`config.mk`:
```
export PLATFORM = sky130hd
export DESIGN_NAME = batch_collector
export DESIGN_NICKNAME = d
export VERILOG_FILES = /design/src/rtl/batch_collector.sv
export SDC_FILE = /design/constraint.sdc
export NUM_CORES = 1
export LEC_CHECK = 0
export ABC_CLOCK_PERIOD_IN_PS = 18100
export CORE_MARGIN = 4
export CORE_UTILIZATION = 61
export CTS_BUF_LIST = sky130_fd_sc_hd__clkbuf_8
export CTS_CLUSTER_SIZE = 25
export DETAILED_ROUTE_END_ITERATION = 8
export GPL_TIMING_DRIVEN = 0
export PLACE_DENSITY_LB_ADDON = 0.1
export SLEW_MARGIN = 0
export SYNTH_ARGS = -nofsm -noshare
export SYNTH_HDL_FRONTEND = slang
export SYNTH_SLANG_ARGS = --single-unit
```
`constraint.sdc`:
```
create_clock -name clk -period 18.1 [get_ports clk]
set_input_delay 2.715 -clock clk [delete_from_list [all_inputs] [get_ports clk]]
set_output_delay 2.715 -clock clk [all_outputs]
set_load 0.005 [all_outputs]
```
`src/rtl/batch_collector.sv`:
```
// Collects accepted transaction IDs into a batch buffer and drains each closed
// batch downstream one ID per beat; batches close on full, idle timeout or flush.
module batch_collector #(
   parameter int ID_W           = 64,
   parameter int BATCH_SIZE     = 8,
   parameter int TIMEOUT_CYCLES = 16,
   parameter int CNT_W          = $clog2(BATCH_SIZE + 1)
) (
   input  logic             clk,
   input  logic             rst_n,
   input  logic             insertion_ready,
   input  logic [ID_W-1:0]  owner_programID,
   input  logic             force_flush,
   output logic             pipeline_ready,
   output logic [ID_W-1:0]  accepted_id,
   output logic             accepted_valid,
   output logic             batch_out_valid,
   output logic [ID_W-1:0]  batch_out_id,
   output logic             batch_out_last,
   output logic [CNT_W-1:0] batch_out_size,
   input  logic             batch_out_ready,
   output logic [15:0]      batches_done,
   output logic             dbg_state
);

   localparam int IDX_W = $clog2(BATCH_SIZE);
   localparam int TO_W  = (TIMEOUT_CYCLES > 1) ? $clog2(TIMEOUT_CYCLES) : 1;
   localparam logic [TO_W-1:0]  TO_LAST = (TIMEOUT_CYCLES > 0) ? TO_W'(TIMEOUT_CYCLES - 1) : '0;
   localparam logic [CNT_W-1:0] FULL    = CNT_W'(BATCH_SIZE);
   localparam logic [CNT_W-1:0] ONE     = CNT_W'(1);

   typedef enum logic {
      COLLECT = 1'b0,
      DRAIN   = 1'b1
   } state_t;

   state_t           state;
   logic [CNT_W-1:0] count;
   logic [CNT_W-1:0] rd;
   logic [TO_W-1:0]  idle_cnt;
   logic [ID_W-1:0]  buffer [BATCH_SIZE];

   logic             accept;
   logic             fill_now;
   logic             flush_now;
   logic             timeout_now;
   logic             go_drain;
   logic             beat_done;
   logic [CNT_W-1:0] count_nxt;
   logic [CNT_W-1:0] rd_nxt;
   logic [ID_W-1:0]  first_id;

   // Handshakes: upstream transfers when insertion_ready && pipeline_ready at a
   // posedge; downstream transfers when batch_out_valid && batch_out_ready at a
   // posedge. A presented beat holds id/last stable until it transfers.
   assign pipeline_ready = (state == COLLECT) && (count < FULL);
   assign accept         = insertion_ready && pipeline_ready;
   assign count_nxt      = count + CNT_W'(accept);

   assign fill_now    = accept && (count_nxt == FULL);
   assign flush_now   = force_flush && (state == COLLECT) && (count_nxt != '0);
   assign timeout_now = (TIMEOUT_CYCLES > 0) && (state == COLLECT) && (count != '0)
                        && !accept && (idle_cnt == TO_LAST);
   assign go_drain    = fill_now || flush_now || timeout_now;

   // A flush that accepts into an empty buffer must present the new ID directly.
   assign first_id  = (count == '0) ? owner_programID : buffer[0];
   assign beat_done = batch_out_valid && batch_out_ready;
   assign rd_nxt    = rd + ONE;
   assign dbg_state = state;

   always_ff @(posedge clk) begin
      if (accept) begin
         buffer[count[IDX_W-1:0]] <= owner_programID;
      end
   end

   always_ff @(posedge clk) begin
      if (!rst_n) begin
         state           <= COLLECT;
         count           <= '0;
         rd              <= '0;
         idle_cnt        <= '0;
         batches_done    <= '0;
         accepted_valid  <= 1'b0;
         accepted_id     <= '0;
         batch_out_valid <= 1'b0;
         batch_out_last  <= 1'b0;
         batch_out_size  <= '0;
         batch_out_id    <= '0;
      end else begin
         accepted_valid <= accept;
         if (accept) begin
            accepted_id <= owner_programID;
         end

         case (state)
            COLLECT: begin
               count <= count_nxt;
               if (go_drain) begin
                  state           <= DRAIN;
                  idle_cnt        <= '0;
                  rd              <= '0;
                  batch_out_valid <= 1'b1;
                  batch_out_id    <= first_id;
                  batch_out_last  <= (count_nxt == ONE);
                  batch_out_size  <= count_nxt;
               end else if (accept || (count == '0)) begin
                  idle_cnt <= '0;
               end else begin
                  idle_cnt <= idle_cnt + TO_W'(1);
               end
            end

            DRAIN: begin
               if (beat_done) begin
                  if (batch_out_last) begin
                     state           <= COLLECT;
                     batch_out_valid <= 1'b0;
                     batch_out_last  <= 1'b0;
                     count           <= '0;
                     rd              <= '0;
                     batches_done    <= batches_done + 16'd1;
                  end else begin
                     rd             <= rd_nxt;
                     batch_out_id   <= buffer[rd_nxt[IDX_W-1:0]];
                     batch_out_last <= (rd_nxt == (batch_out_size - ONE));
                  end
               end
            end

            default: state <= COLLECT;
         endcase
      end
   end

endmodule

```
==> results of run 1 <==
[cell families (layout without fill, tap and decap cells)]
family,count (synthesis),after routing,synth area share
DFF,676,676,0.706
and+or+nand+nor,294,294,0.0516
AOI/OAI and AO/OA,282,282,0.0738
muxes,199,199,0.136
buffers and inverters,135,616,0.0228
xor gates and xnor gates,22,22,0.00729
adders and majority gates,6,6,0.00284
other,0,1,0
[worst min-delay path by stage]
stage,start,end
2_1_floorplan,accepted_id[0],accepted_id[0]
3_3_place_gp,accepted_id[51],accepted_id[51]
3_5_place_dp,accepted_id[30],accepted_id[30]
4_1_cts,accepted_id[30],accepted_id[30]
5_1_grt,accepted_id[43],accepted_id[43]
6_report,accepted_id[30],accepted_id[30]
[Yosys cell counts (all sizes together), types with 3 or more instances]
library cell	instances	area (um^2)
ha	6	75.1
inv	8	30.0
o22ai	65	407
buf	61	324
nand2	146	548
nand3	75	380
nor3	5	25.0
a21boi	38	285
nand2b	3	18.8
nand4	6	37.5
and3	3	18.8
xor2	11	96.3
dfxtp	164	3280
edfxtp	512	15400
mux4	128	2880
nor2	30	113
nand3b	3	22.5
mux2i	71	711
and4	3	26.3
xnor2	11	96.3
a31oi	4	25.0
nor4b	3	41.3
a221o	64	641
clkbuf	65	244
nor4	6	52.6
a21oi	99	495
[where the power goes]
group	leakage, nW	internal [W]	switching [W]
combinational	3.76	0.000299	0.000372
sequential	5.98	0.00178	0.0000540
clock	1.26	0.000706	0.000589
total	11.0	0.00279	0.00101
[worst reg2reg max path, cell delays in order, from the launching register on]
cell      delay, ns
dfxtp_1        0.29
buf_2          0.16
or3b_1         0.34
buf_2          0.28
inv_1          0.19
clkbuf_1       0.57
ha_1           0.31
ha_1           0.17
xor2_1         0.20
o311a_1        0.40
nor4_4         0.59
buf_2          0.44
buf_2          0.35
nand3_1        0.13
a21boi_1       0.16
[per-stage QoR]
| stage | setup WS [ns] | util | cells | TNS [ns] |
|---|---|---|---|---|
| after detailed placement | 10.73 | 0.700 | 2484 | 0 |
| after global placement | -0.691 | 0.683 | 2419 | -43.70 |
| after CTS | 11.42 | 0.750 | 2680 | 0 |
| after global routing | 11.09 | 0.750 | 2681 | 0 |
| after floorplan | 7.40 | - | 1614 | 0 |
| final | 11.32 | 0.750 | 2681 | 0 |
[area by class of cell]
type	instances	area, um^2
Sequential cell	676	18700
Timing Repair Buffer	285	2870
Clock buffer	127	1750
Multi-Input combinational cell	803	7230
Antenna cell	1	2.50
Inverter	9	33.8
Clock inverter	69	418
Fill cell	2661	10700
Buffer	126	568
Tap cell	585	732
[registers in the layout, summed over array words and instances (netlist names), 4 cells and up]
name / cells
batches_done: 16
batch_out_id: 64
idle_cnt: 4
count: 4
batch_out_size: 4
buffer: 512
rd: 4
accepted_id: 64
[routing by layer]
layer / part of all wire / wire length [um] / up-vias / global-route usage
met4: 0.030 / 2050 / 4 / 0.0999
met2: 0.48 / 33600 / 935 / 0.471
met5: 0.00036 / 25 / - / 0
met3: 0.090 / 6270 / 141 / 0.0582
li1: - / - / 7227 / -
met1: 0.40 / 27500 / 8517 / 0.421
==> results by group, run 1 <==
Global routing
  • First-pass GRT wire length: 104000 um
  • Gr ovfl total: 0
  • Largest net degree at the start of global routing: 25
  • Gr usage total: 0.296
  • Vias in the first global route: 17026
  • Initial antenna violation count: 3

Clocking
  • Worst skew pair latency: 0.67 ns
  • Postcts setup bufs: 0
  • H-tree Lvls: 3
  • Post-CTS sizing: 0
  • Num CTS Buffers: 103
  • CTS tree: yes
  • Clock Sinks: 676
  • # hold bufs at CTS: 0
  • Clk slew on worst S/H paths: 0.06 ns
  • Root Buffer: clkbuf_8
  • Clock buffer depth: 3

Run
  • Max Cap Viol: 0

Route
  • Drt pass-1 iters: 6
  • Final wirelength: 69400 um
  • Post-route DRC: 0
  • Final ANT Viol Nets: 0
  • DR WL/cell: 25.9 um
  • DR iter-0 viols: 1941
  • Vias: 16824
  • Drt via density: 6.28

Critical path
  • Crit path to: batch_out_id[41]
  • CP cell instances: clkdlybuf4s50_1 > or3b_1 > buf_2 > inv_1 > clkbuf_1 > ha_1 > ha_1 > xor2_1 > o311a_1 > nor4_4 > buf_2 > buf_2 > nand3_1 > a21boi_1
  • Crit Path Class: primary input to register
  • Worst path slowest cell: nor4_4
  • Crit Reg-Reg Endpoint: batch_out_id[41]
  • Slowest stage delay, CP: 0.59 ns
  • CP endpoint kind: register
  • R2R Path Start: count[3]
  • Worst-path fanout max: 10
  • Reg2reg setup slack: 13.41 ns
  • Crit path buffers/inverters: 6
  • Critical Path Start Type: primary input
  • CP startpoint: insertion_ready
  • Crit path top cell by count: buf_2
  • Number of cells on the critical path: 14
  • Reg2reg path depth: 14
  • CP top delay family: buffers and inverters
  • Worst EP arrival: 7.35 ns
  • Worst path required time: 18.68 ns

Timing
  • RSZ-0062 raised after global routing: no
  • Relative max-transition margin: 0.133
  • Worst-margin pin slew: 1.30 ns
  • Min Hold Slack: 0.455 ns
  • Period minus WS final: 6.78 ns
  • Pins Over Slew Limit: 0
  • Final hold vios: 0
  • Worst Skew: 0.0267 ns
  • Setup violators final: 0
  • Final period utilization: 0.374
  • F_max: 148 MHz

Yosys
  • EDFF count, synth: 512
  • Synth Instances: 1614
  • Syn Area/Cell: 16.4 um^2
  • Yosys cell types: 49
  • Synthesized cell area: 26400 um^2
  • Ys async rst share: 0
  • Flops & latches, synth: 676
  • Register area share after synthesis: 0.706
  • Syn Nets: 1689
  • Commonest register cell after synthesis: edfxtp_1
  • Synthesis Warnings: 0

Power and ir drop
  • Final Power: 0.00380 W
  • P per Cell Area: 118 nW/um^2
  • Leakage power: 11.0 nW
  • Max VDD drop: 70.1 uV

Floorplanning
  • Die height: 216 um
  • Core area: 43000 um^2
  • Row cnt: 76
  • I/O Pins: 222
  • DIE WIDTH: 216 um
  • Die footprint: 46700 um^2
  • Initial Util: 0.615

Final layout
  • Commonest non-fill, non-tap cells in the layout: edfxtp_1, clkdlybuf4s50_1, dfxtp_1
  • Share of cells above drive strength 1: 0.193
  • Nets: 2079
  • Area grow syn2layout: 22.0%
  • Cell area after layout: 32300 um^2
  • Most common cell after layout, fill and taps aside: edfxtp_1

Outcome
  • Status: finished clean

Place
  • Final Wtd Congestion: 0.827
  • Placed Area: 30100 um^2
  • # port buffers: 220
  • Post-DP HPWL: 46700 um

Worst hold path
  • Worst hold path type: register to register
  • WHS Path Cells: 2
No activity file was read; power rests on OpenSTA's default activity.
==> inputs of run 2 (changes only) <==
--- a/config.mk
+++ b/config.mk
@@ -5,9 +5,9 @@
 export SDC_FILE = /design/constraint.sdc
 export NUM_CORES = 1
 export LEC_CHECK = 0
-export ABC_CLOCK_PERIOD_IN_PS = 18100
+export ABC_CLOCK_PERIOD_IN_PS = 6600
 export CORE_MARGIN = 4
-export CORE_UTILIZATION = 61
+export CORE_UTILIZATION = 60
 export CTS_BUF_LIST = sky130_fd_sc_hd__clkbuf_8
 export CTS_CLUSTER_SIZE = 25
 export DETAILED_ROUTE_END_ITERATION = 8
==> constraint.sdc (replaced) <==
create_clock -name clk -period 6.6 [get_ports clk]
set_input_delay 0.99 -clock clk [delete_from_list [all_inputs] [get_ports clk]]
set_output_delay 0.99 -clock clk [all_outputs]
set_load 0.005 [all_outputs]
==> run 2 against run 1 <==
  * Critical path depth unchanged
  * Die area increased by 1.6%
  * Design area decreased by 0.42%
  * Core utilization decreased by 0.97 points
  * Non-clock buffer count decreased by 4
  * Flip-flop and latch count unchanged
  * Via count increased by 0.13%
  * Combinational power increased to 2.8 times the previous value
  * Final cell count decreased by 0.37%
  * Worst setup slack got worse by 9.9 ns
==> results by group, run 2 (synthesis gave the netlist of run 1 again) <==
Outcome
  • Status: finished clean

Timing
  • Worst-margin pin slew: 1.38 ns (+0.0851 ns)
  • Final period utilization: 0.788
  • RSZ-0062 raised after global routing: no
  • Relative max-transition margin: 0.0767 (-0.0568)
  • Setup ws final: 1.40 ns (-9.92 ns)
  • Pins Over Slew Limit: 0 (unchanged)
  • F_max: 192 MHz
  • Setup violators final: 0 (unchanged)
  • Period minus WS final: 5.20 ns
  • Final hold vios: 0 (unchanged)
  • Worst Skew: 0.0161 ns (-0.0106 ns)

Final layout
  • Most common cell after layout, fill and taps aside: edfxtp_1
  • Max reg flops: 512 (unchanged)
  • Fill cells: 2771 (+4.1%)
  • Final Core Density: 0.741 (-0.00970)
  • Multi-input gate area: 7240 um^2 (+0.26%)
  • Share of cells above drive strength 1: 0.181 (-0.0116)
  • Commonest non-fill, non-tap cells in the layout: edfxtp_1, clkdlybuf4s50_1, dfxtp_1
  • Nets: 2073 (-0.29%)
  • Antenna diode count: 0 (-1)
  • Area grow syn2layout: 21.5%
  • Sequential Area: 18700 um^2 (unchanged)

Power and ir drop
  • Sw frac: 0.272 (+0.00532)
  • Final Power: 0.0101 W (+170%)
  • Max VDD drop: 179 uV (+150%)
  • P per Cell Area: 314 nW/um^2 (+170%)
  • Reg power frac: 0.499 (+0.016)
  • Clock network power share: 0.316 (-0.024)
  • Leakage power: 10.9 nW (-0.52%)
  • Int Power: 0.00735 W (+160%)
  • Combinational share of power: 0.185 (+0.009)
  • NetSw: 0.00275 W (+170%)

Route
  • Final ANT Viol Nets: 0 (unchanged)
  • Vias: 16846 (+0.13%)
  • Final wirelength: 70100 um (+0.98%)
  • DR WL/cell: 26.2 um (+1.4%)
  • DR iter-0 viols: 2113 (+8.9%)
  • Drt via density: 6.31 (+0.51%)
  • Drt pass-1 iters: 5 (-1)
  • Post-route DRC: 0 (unchanged)

Place
  • Final Wtd Congestion: 0.828 (about the same)
  • Post-DP HPWL: 47200 um (+0.87%)
  • Pre-CTS setup slack: 0.811 ns (-9.92 ns)
  • # port buffers: 220 (unchanged)

Critical path
  • Crit path buffers/inverters: 6 (unchanged)
  • Worst-path fanout max: 10 (unchanged)
  • R2R Path Start: count[3]
  • Worst EP arrival: 5.80 ns (-1.55 ns)
  • Worst path required time: 7.20 ns (-11.48 ns)
  • CP startpoint: insertion_ready
  • Crit Path Class: primary input to register
  • Slowest stage delay, CP: 0.65 ns (+0.06 ns)
  • Worst path slowest cell: nor4_4
  • CP endpoint kind: register
  • Crit path top cell by count: buf_2
  • Critical Path Start Type: primary input
  • CP top delay family: buffers and inverters
  • CP cell instances: clkdlybuf4s50_1 > or3b_1 > buf_2 > inv_1 > clkbuf_1 > ha_1 > ha_1 > xor2_1 > o311a_1 > nor4_4 > buf_2 > buf_2 > nand3_1 > a21boi_1

Clocking
  • # hold bufs at CTS: 0 (unchanged)
  • H-tree Lvls: 3 (unchanged)
  • Clk slew on worst S/H paths: 0.06 ns (about the same)
  • Worst skew pair latency: 0.68 ns (about the same)
  • Clock buffer depth: 3 (unchanged)
  • Post-CTS sizing: 0 (unchanged)
  • Postcts setup bufs: 0 (unchanged)
  • CTS tree: yes
  • Num CTS Buffers: 101 (-1.9%)
  • Root Buffer: clkbuf_8
  • Clock Sinks: 676 (unchanged)

Floorplanning
  • I/O Pins: 222 (unchanged)
  • Row cnt: 76 (unchanged)
  • Die height: 218 um (+0.80%)
  • Die footprint: 47500 um^2 (+1.6%)
  • Core area: 43400 um^2 (+0.89%)
  • DIE WIDTH: 218 um (+0.80%)
  • Initial Util: 0.610 (-0.00540)

Global routing
  • Largest net degree at the start of global routing: 24 (-4.0%)
  • Vias in the first global route: 17165 (+0.82%)
  • First-pass GRT wire length: 105000 um (+0.73%)
  • Initial antenna violation count: 2 (-1)
  • Gr usage total: 0.296 (-0.000382)
  • Gr ovfl total: 0 (unchanged)

Run
  • Max Cap Viol: 0 (unchanged)

Worst hold path
  • Hold_sp: accepted_id[9]
  • Worst hold path type: register to register
-- run 2: worst register-to-register path: stages (launching register included) --
cell and delay (ns):
dfxtp_1 0.30, buf_2 0.16, or3b_1 0.35, buf_2 0.28, inv_1 0.19, clkbuf_1 0.58
ha_1 0.31, ha_1 0.17, xor2_1 0.19, o311a_1 0.40, nor4_4 0.65, buf_2 0.45
buf_2 0.36, nand3_1 0.13, a21boi_1 0.17
-- run 2: stage by stage --
step,hold slack (ns),TNS (ns),instance area (um^2),cells
3_5_place_dp,0.447,0,30200,2480
6_report,0.454,0,32100,2671
2_1_floorplan,0.453,-423.11,26500,1614
3_3_place_gp,0.441,-2958.45,29400,2419
5_1_grt,0.480,0,32100,2671
4_1_cts,0.454,0,32100,2671
-- run 2: final cells by class --
| type | count | share of cell area |
|---|---|---|
| Inverter | 9 | 0.00105 |
| Clock buffer | 118 | 0.0506 |
| Tap cell | 585 | 0.0228 |
| Clock inverter | 73 | 0.00931 |
| Sequential cell | 676 | 0.581 |
| Buffer | 126 | 0.0177 |
| Timing Repair Buffer | 281 | 0.0921 |
| Multi-Input combinational cell | 803 | 0.226 |
-- run 2: power by group through the flow --
| stage | registers, W | clock network [W] | logic, W |
|---|---|---|---|
| final | 0.00504 | 0.00319 | 0.00187 |
| after floorplan | 0.00512 | 0 | 0.000959 |
| after global routing | 0.00506 | 0.00344 | 0.00198 |
| after CTS | 0.00504 | 0.00323 | 0.00186 |
| after global placement | 0.00517 | 0 | 0.00174 |
| after detailed placement | 0.00512 | 0 | 0.00186 |
-- run 2: worst paths after layout --
kind	cells after the start	slack [ns]	end
min reg2reg	2	0.45	accepted_id[9]
max	14	1.40	batch_out_id[18]
max reg2reg	14	1.85	batch_out_id[18]
min	2	0.45	accepted_id[9]
-- run 2: per-layer routing --
metal | up-vias | share of wire | global-route usage
met4 | 4 | 0.031 | 0.107
met2 | 953 | 0.48 | 0.472
met5 | - | 0.00033 | 0
li1 | 7200 | - | -
met1 | 8555 | 0.39 | 0.415
met3 | 134 | 0.094 | 0.0563
